==> src/rtl/edp_regs.sv <==
// EBOX data path AR/ARX/MQ registers with source muxes and EBUS drive.
// Define EDP_AR_PARITY_EN to build the registered AR parity flag. Word bit 0 (MSB) is vector bit 35.
module edp_regs (
    input  logic        eboxClk,
    input  logic        eboxReset_n,
    input  logic [35:0] EDP_AD,
    input  logic [35:0] EDP_ADX,
    input  logic [35:0] EDP_SH,
    input  logic [35:0] CACHE_DATA,
    input  logic [35:0] EBUS_IN,
    input  logic        CTL_AR00to08load,
    input  logic        CTL_AR09to17load,
    input  logic        CTL_ARRload,
    input  logic        CTL_AR00to11clr,
    input  logic        CTL_AR12to17clr,
    input  logic        CTL_ARRclr,
    input  logic [2:0]  CTL_ARL_SEL,
    input  logic [2:0]  CTL_ARR_SEL,
    input  logic [2:0]  CTL_ARXL_SEL,
    input  logic [2:0]  CTL_ARXR_SEL,
    input  logic        CTL_ARX_LOAD,
    input  logic [1:0]  CTL_MQ_SEL,
    input  logic [1:0]  CTL_MQM_SEL,
    input  logic        CTL_MQM_EN,
    input  logic        CTL_adToEBUS_L,
    input  logic        CTL_adToEBUS_R,
    output logic [35:0] EDP_AR,
    output logic [35:0] EDP_ARX,
    output logic [35:0] EDP_MQ,
`ifdef EDP_AR_PARITY_EN
    output logic [35:0] EDP_EBUS_OUT,
    output logic        EDP_ARparity
`else
    output logic [35:0] EDP_EBUS_OUT
`endif
);

    logic [35:0] ad_x2, ad_q, adx_x2, adx_q;
    logic [17:0] arl, arr, arxl, arxr;
    logic [35:0] ar_next, arx_next, mq_next;

    // Shifted operands shared by the AR and ARX muxes
    assign ad_x2  = {EDP_AD[34:0], EDP_ADX[35]};
    assign ad_q   = {{2{EDP_AD[35]}}, EDP_AD[35:2]};
    assign adx_x2 = {EDP_ADX[34:0], EDP_MQ[35]};
    assign adx_q  = {EDP_AD[1:0], EDP_ADX[35:2]};

    always_comb begin
        arl = '0;
        case (CTL_ARL_SEL)
            3'd0: arl = CACHE_DATA[35:18];
            3'd1: arl = EDP_AD[35:18];
            3'd2: arl = EBUS_IN[35:18];
            3'd3: arl = EDP_SH[35:18];
            3'd4: arl = ad_x2[35:18];
            3'd5: arl = EDP_ADX[35:18];
            3'd6: arl = ad_q[35:18];
            default: arl = '0;
        endcase
    end

    always_comb begin
        arr = '0;
        case (CTL_ARR_SEL)
            3'd0: arr = CACHE_DATA[17:0];
            3'd1: arr = EDP_AD[17:0];
            3'd2: arr = EBUS_IN[17:0];
            3'd3: arr = EDP_SH[17:0];
            3'd4: arr = ad_x2[17:0];
            3'd5: arr = EDP_ADX[17:0];
            3'd6: arr = ad_q[17:0];
            default: arr = '0;
        endcase
    end

    always_comb begin
        arxl = '0;
        case (CTL_ARXL_SEL)
            3'd1: arxl = CACHE_DATA[35:18];
            3'd2: arxl = EDP_AD[35:18];
            3'd3: arxl = EDP_MQ[35:18];
            3'd4: arxl = EDP_SH[35:18];
            3'd5: arxl = adx_x2[35:18];
            3'd6: arxl = EDP_ADX[35:18];
            3'd7: arxl = adx_q[35:18];
            default: arxl = '0;
        endcase
    end

    always_comb begin
        arxr = '0;
        case (CTL_ARXR_SEL)
            3'd1: arxr = CACHE_DATA[17:0];
            3'd2: arxr = EDP_AD[17:0];
            3'd3: arxr = EDP_MQ[17:0];
            3'd4: arxr = EDP_SH[17:0];
            3'd5: arxr = adx_x2[17:0];
            3'd6: arxr = EDP_ADX[17:0];
            3'd7: arxr = adx_q[17:0];
            default: arxr = '0;
        endcase
    end

    // Clears are applied after loads so they win on overlapping bits
    always_comb begin
        ar_next = EDP_AR;
        if (CTL_AR00to08load) ar_next[35:27] = arl[17:9];
        if (CTL_AR09to17load) ar_next[26:18] = arl[8:0];
        if (CTL_ARRload)      ar_next[17:0]  = arr;
        if (CTL_AR00to11clr)  ar_next[35:24] = '0;
        if (CTL_AR12to17clr)  ar_next[23:18] = '0;
        if (CTL_ARRclr)       ar_next[17:0]  = '0;
    end

    assign arx_next = CTL_ARX_LOAD ? {arxl, arxr} : EDP_ARX;

    always_comb begin
        mq_next = EDP_MQ;
        if (CTL_MQM_EN) begin
            case (CTL_MQM_SEL)
                2'd0: mq_next = {EDP_ADX[1:0], EDP_MQ[35:2]};
                2'd1: mq_next = EDP_SH;
                2'd2: mq_next = EDP_AD;
                default: mq_next = '1;
            endcase
        end else begin
            case (CTL_MQ_SEL)
                2'd0: mq_next = EDP_MQ;
                2'd1: mq_next = EDP_SH;
                2'd2: mq_next = {EDP_MQ[34:0], 1'b0};
                default: mq_next = {EDP_ADX[0], EDP_MQ[35:1]};
            endcase
        end
    end

    always_ff @(posedge eboxClk or negedge eboxReset_n) begin
        if (!eboxReset_n) begin
            EDP_AR  <= '0;
            EDP_ARX <= '0;
            EDP_MQ  <= '0;
        end else begin
            EDP_AR  <= ar_next;
            EDP_ARX <= arx_next;
            EDP_MQ  <= mq_next;
        end
    end

`ifdef EDP_AR_PARITY_EN
    logic ar_touch;

    assign ar_touch = CTL_AR00to08load | CTL_AR09to17load | CTL_ARRload |
                      CTL_AR00to11clr | CTL_AR12to17clr | CTL_ARRclr;

    always_ff @(posedge eboxClk or negedge eboxReset_n) begin
        if (!eboxReset_n)  EDP_ARparity <= 1'b0;
        else if (ar_touch) EDP_ARparity <= ^ar_next;
    end
`endif

    assign EDP_EBUS_OUT = {CTL_adToEBUS_L ? EDP_AD[35:18] : 18'd0,
                           CTL_adToEBUS_R ? EDP_AD[17:0]  : 18'd0};

endmodule

==> config.mk <==
export PLATFORM = sky130hd
export DESIGN_NAME = edp_regs
export DESIGN_NICKNAME = d
export VERILOG_FILES = /design/src/rtl/edp_regs.sv
export SDC_FILE = /design/constraint.sdc
export NUM_CORES = 1
export LEC_CHECK = 0
export ABC_AREA = 1
export CAP_MARGIN = 25
export CELL_PAD_IN_SITES_DETAIL_PLACEMENT = 0
export CELL_PAD_IN_SITES_GLOBAL_PLACEMENT = 1
export CORE_MARGIN = 2
export CORE_UTILIZATION = 32
export CTS_BUF_LIST = sky130_fd_sc_hd__clkbuf_4
export DETAILED_ROUTE_END_ITERATION = 10
export PLACE_DENSITY_LB_ADDON = 0.1
export SYNTH_ARGS = -nofsm -noshare
export SYNTH_HDL_FRONTEND = slang
export SYNTH_SLANG_ARGS = --single-unit
==> constraint.sdc <==
create_clock -name eboxClk -period 1.4 [get_ports eboxClk]
set_clock_uncertainty 0.2 [all_clocks]
set_input_delay 0.28 -clock eboxClk [delete_from_list [all_inputs] [get_ports eboxClk]]
set_output_delay 0.28 -clock eboxClk [all_outputs]
set_load 0.01 [all_outputs]
Word-level counts from Yosys, hierarchy flattened
Index checks and enable logic that the tools add are counted.
{"block": "word_totals", "reg_bits": 108, "input_bits": 208}
{"block": "classes", "n_eq_ne": 31, "muxes": 15, "reduce_logical": 8}
{"operator": "$pmux 18 s7", "count": 4}
{"operator": "$pmux 36 s3", "count": 2}
{"operator": "$mux 18", "count": 4}
{"operator": "$eq 3x3->1 const B", "count": 14}
{"operator": "$mux 36", "count": 1}
{"operator": "$eq 3x2->1 const B", "count": 8}
{"operator": "$mux 9", "count": 2}
{"operator": "$eq 3x1->1 const B", "count": 4}
{"operator": "$mux 12", "count": 1}
{"operator": "$reduce_bool 2->1", "count": 4}
{"operator": "$logic_not 3->1", "count": 2}
{"operator": "$mux 6", "count": 1}
{"operator": "$eq 2x1->1 const B", "count": 2}
{"operator": "$eq 2x2->1 const B", "count": 2}
{"operator": "$logic_not 2->1", "count": 2}
{"operator": "$ne 2x2->1 const B", "count": 1}

Depth between registers and ports, before layout
{"block": "depth", "ltp_word": 4, "depth_mapped": 9, "ltp_nobuf": 7}

Least setup slack after synthesis
No wires, ideal clock.
{"block": "synth_path", "kind": "input-to-reg", "from": "in CTL_MQ_SEL[0]", "to": "reg EDP_MQ[10]", "setup_time_ps": 124, "t_arrival_ps": 1305, "slack_ps": -229, "path_stages": 7, "n_path_buf": 2, "path_cell_list": "inv_1 > ha_1 > buf_2 > clkbuf_1 > nand3_1 > a22oi_1 > nand2_1"}
{"block": "synth_between", "elab_chain_len": 3}
{"element": "start, declared", "line_no": "22", "text": "input logic [1:0] CTL_MQ_SEL,"}
{"element": "$eq 2x2->1 (tied with other cells)", "line_no": "127", "text": "case (CTL_MQ_SEL)"}
{"element": "$pmux 36 s3", "line_no": "127"}
{"element": "$mux 36", "line_no": "119", "text": "if (CTL_MQM_EN) begin"}
{"element": "end signal, assigned", "line_no": "144", "text": "EDP_MQ <= mq_next;"}
{"element": "end, declared", "line_no": "29", "text": "output logic [35:0] EDP_MQ,"}
Several ways; a longest one is shown, not always the timed one.
A chain may end at the register's enable or synchronous reset.

Worst setup path in the final report
{"block": "layout_path", "from": "reg EDP_MQ[16]", "to": "out EDP_MQ[16]"}
No word-level cell between the ends.

==> summary.md <==
| Metric | Value |
|---|---|
| Status | `complete, but fails checks` |
| Failing checks | `setup timing` |
| CTS H-tree lvls | `3` |
| Initial drt markers | `1748` |
| GP Congestion | `1.006` |
| # rows | `68` |
| Main synth FF type | `dfrtp_1` |
| Drc violations | `0` |
| Synth Register Bits | `108` |
| Crit path max-delay family | `flip-flops` |
| Layout net count | `2741` |
| Fin. Hold Viols | `0` |
| CTS tree | `yes` |
| Syn nets | `2215` |
| Post-layout minimum cycle time | `1686 ps` |
| Max-Cap Viols | `0` |
| Routing usage on met2 | `60.04%` |
| Crit path from | `EDP_MQ[16]` |
| Slew HR | `64.95%` |
| Max Freq | `593.3 MHz` |
| HP Class | `in2reg` |
| Crit share post-route | `120.4%` |
| Synthesized netlist cell count | `~2000` |
| Clk buf depth | `2` |
| Skew-Pair Late Insertion Delay | `~570 ps` |
| Hold Startpoint | `CTL_ARXL_SEL[2]` |
| Setup TNS | `-24010 ps` |
| Req. time, crit path | `920 ps` |
| Pwr Total | `11.93 mW` |
| Gr usage total | `36.51%` |
| Critical path capture point type | `primary output` |
| Die Area | `0.03667 sq mm` |
| Layout Cells excl Fill | `2993` |
| Core area | `approximately 0.035 sq mm` |
| Port Buffers | `roughly 350` |
| CP Cell Sequence | `buf_2` |
| Largest net degree at the start of global routing | `55` |
| Sequential share of the synthesized area | `24.03%` |
| First-pass GRT wire length | `99.49 mm` |
| Synth Area per Inst | `5.613 sq um` |
| Pwr Density | `672.8 mW/mm^2` |
| Worst Tran Pin Value | `523.8 ps` |
| Crit Path Max Fanout | `2` |
| Pre-antenna DRT Iters | `8` |
| Final Util | `51.35%` |
| WP buf/inv | `1` |
| EDFF count, synth | `0` |
| Area delta synth->final | `57.71%` |
| Layout cells sized above 1 | `24.10%` |
| DR WL/cell | `about 23 um` |
| GRT busiest layer | `met2` |
| Initial antenna violation count | `3` |
| Peak supply drop | `between 400 and 500 uV` |
| Starting Density | `32.56%` |
| Netlist cell types | `22` |
| # clock sinks | `~110` |
| Final setup fails | `120` |
| Leakage power | `9.551 nW` |
| Post-DP HPWL | `52.82 mm` |
| Aggregate routed wire length | `68.08 mm` |
| Dominant cells by area after synthesis | `nand2_1 (25%), dfrtp_1 (24%), nand4_1 (18%)` |
| Root buf cell | `clkbuf_4` |
| Met3 usage | `roughly 4.6%` |
| Die H | `191.5 um` |
| IO Pins | `roughly 350` |
| Total number of vias | `about 17000` |
| Vias/cell | `5.609` |
| CP max stage cell | `dfrtp_1` |
| Worst stage delay on the critical path | `approximately 480 ps` |
| Antenna-violating nets left | `0` |
| Cts bufs inserted | `9` |
| Synth Cell Area | `0.01125 sq mm` |
| Vias in the first global route | `15740` |
| Inst Count DP | `2913` |
| Grt ovf | `0` |
| Slew Limit Fails | `0` |
| GR Layer Usage met1 | `about 46%` |
| PnR worst setup slack | `-285.6 ps` |
| Die W | `around 190 um` |
| Worst r2r src | `EDP_MQ[7]` |
| Crit path arrival time | `1210 ps` |
| Crit path kind | `reg2out` |
| Ys async rst share | `100.0%` |
| YS warnings | `0` |
| Cell taking the most area after synthesis | `nand2_1` |
| Worst-path clk slew | `240 ps` |
| Yosys top cell area share | `25.19%` |
| Critical Path Start Type | `flip-flop` |
| RSZ-0062 raised after global routing | `yes` |
-- placed cells by master, fill, tap and decap left out, types with 3 or more instances in the layout --
cell type and instances:
clkbuf_4 9, buf_16 3, nand3_1 180, inv_2 17, nand2_2 32, buf_12 32, nor2_4 8, o211ai_1 15
inv_1 72, nand2_4 4, nor2_2 18, inv_6 3, o21ai_0 33, clkdlybuf4s15_1 9, buf_2 106, clkdlybuf4s50_1 153
a22oi_1 19, nand2_1 718, dfrtp_1 101, nor2_1 241, clkinv_1 5, nand3_2 7, dfrtp_2 7, buf_4 256
dlygate4sd2_1 31, nand4_1 322, diode_2 3, buf_6 80, bufbuf_16 3, clkdlybuf4s15_2 10, o21ai_1 16
-- Yosys cell counts, types with 4 or more instances --
cell and n:
buf_1 24, nand3_1 185, a22oi_1 20, nor2_2 6, nand2_1 755, o211ai_1 15
o21ai_0 38, buf_4 8, clkinv_1 6, nand4_1 322, o21ai_1 13, clkbuf_1 79
inv_2 11, inv_1 80, nand3_2 4, nor2_1 261, buf_2 60, dfrtp_1 108
-- worst register-to-register path: cells and delay by family (launching register included) --
family	cells	cell delay (ps)
simple gates	6	580
flops	1	490
buf+inv	2	260
-- kinds of logic (layout without fill, tap and decap cells) --
kind of cell    count (synthesis)  in the layout  synth area share, %
buf+inv                       270            801                10.08
flops                         108            108                24.03
compound gates                 88             88                4.694
fa+ha+maj                       3              3               0.3337
simple gates                 1535           1535                60.87
other cells                     0              3                    0
-- cell type report --
| class | instances | area (sq um) |
|---|---|---|
| Antenna cell | 3 | 7.507 |
| Clock buffer | 9 | 67.56 |
| Clock inverter | 7 | 77.57 |
| Fill cell | 3683 | 16800 |
| Inverter | 97 | 380.4 |
| Multi-Input combinational cell | 1626 | 7694 |
| Sequential cell | 108 | 2711 |
| Tap cell | 455 | 569.3 |
| Timing Repair Buffer | 688 | 6232 |
-- timing repair --
action                                  CTS  global route
gates cloned                              6             0
setup buffers                            39            25
endpoints found under the setup margin  219           196
hold buffers                              2             0
pin swaps                                30            69
endpoints found under the hold margin   108             0
resized for setup                       692           123
-- sequential cells by signal, summed over array words and instances, names as in the netlist --
signal and flops:
EDP_MQ 36, EDP_AR 36, EDP_ARX 36
-- stage by stage --
step | hold slack (ps) | setup WS, ps | instance area (sq um)
floorplan | -215.6 | -40.86 | 11410
global placement | 5.632 | -800.8 | 17020
detailed placement | 6.848 | -790.1 | 17020
CTS | 49.32 | -307.3 | 17250
global route | 118.2 | -329.4 | 17740
finish | 82.94 | -285.6 | 17740
-- path summary, 6_finish.rpt --
path | cells past startpoint | end | slack [ps]
max in group asynchronous | 4 | EDP_AR[28] | 70
hold reg to reg | 2 | EDP_ARX[7] | 300
setup reg to reg | 8 | EDP_ARX[7] | -190
setup / recovery | 1 | EDP_MQ[16] | -290
min in group asynchronous | 3 | EDP_MQ[0] | 450
hold / removal | 7 | EDP_ARX[27] | 80
-- layer usage --
metal | vias to the layer above | wire length, um
met5 | - | 11
met4 | 2 | 4472
met3 | 193 | 5190
met2 | 975 | 31220
met1 | 7798 | 27180
li1 | 7821 | -
-- power breakdown --
part | leakage, nW | internal [mW] | total, mW | switching [mW]
sequential | 1.37 | 3.48 | 3.79 | 0.308
clock | 0.0750 | 0.426 | 1.86 | 1.44
combinational | 8.10 | 2.79 | 6.28 | 3.49
total | 9.55 | 6.70 | 11.9 | 5.24
Power figures use the tool's default switching activity.
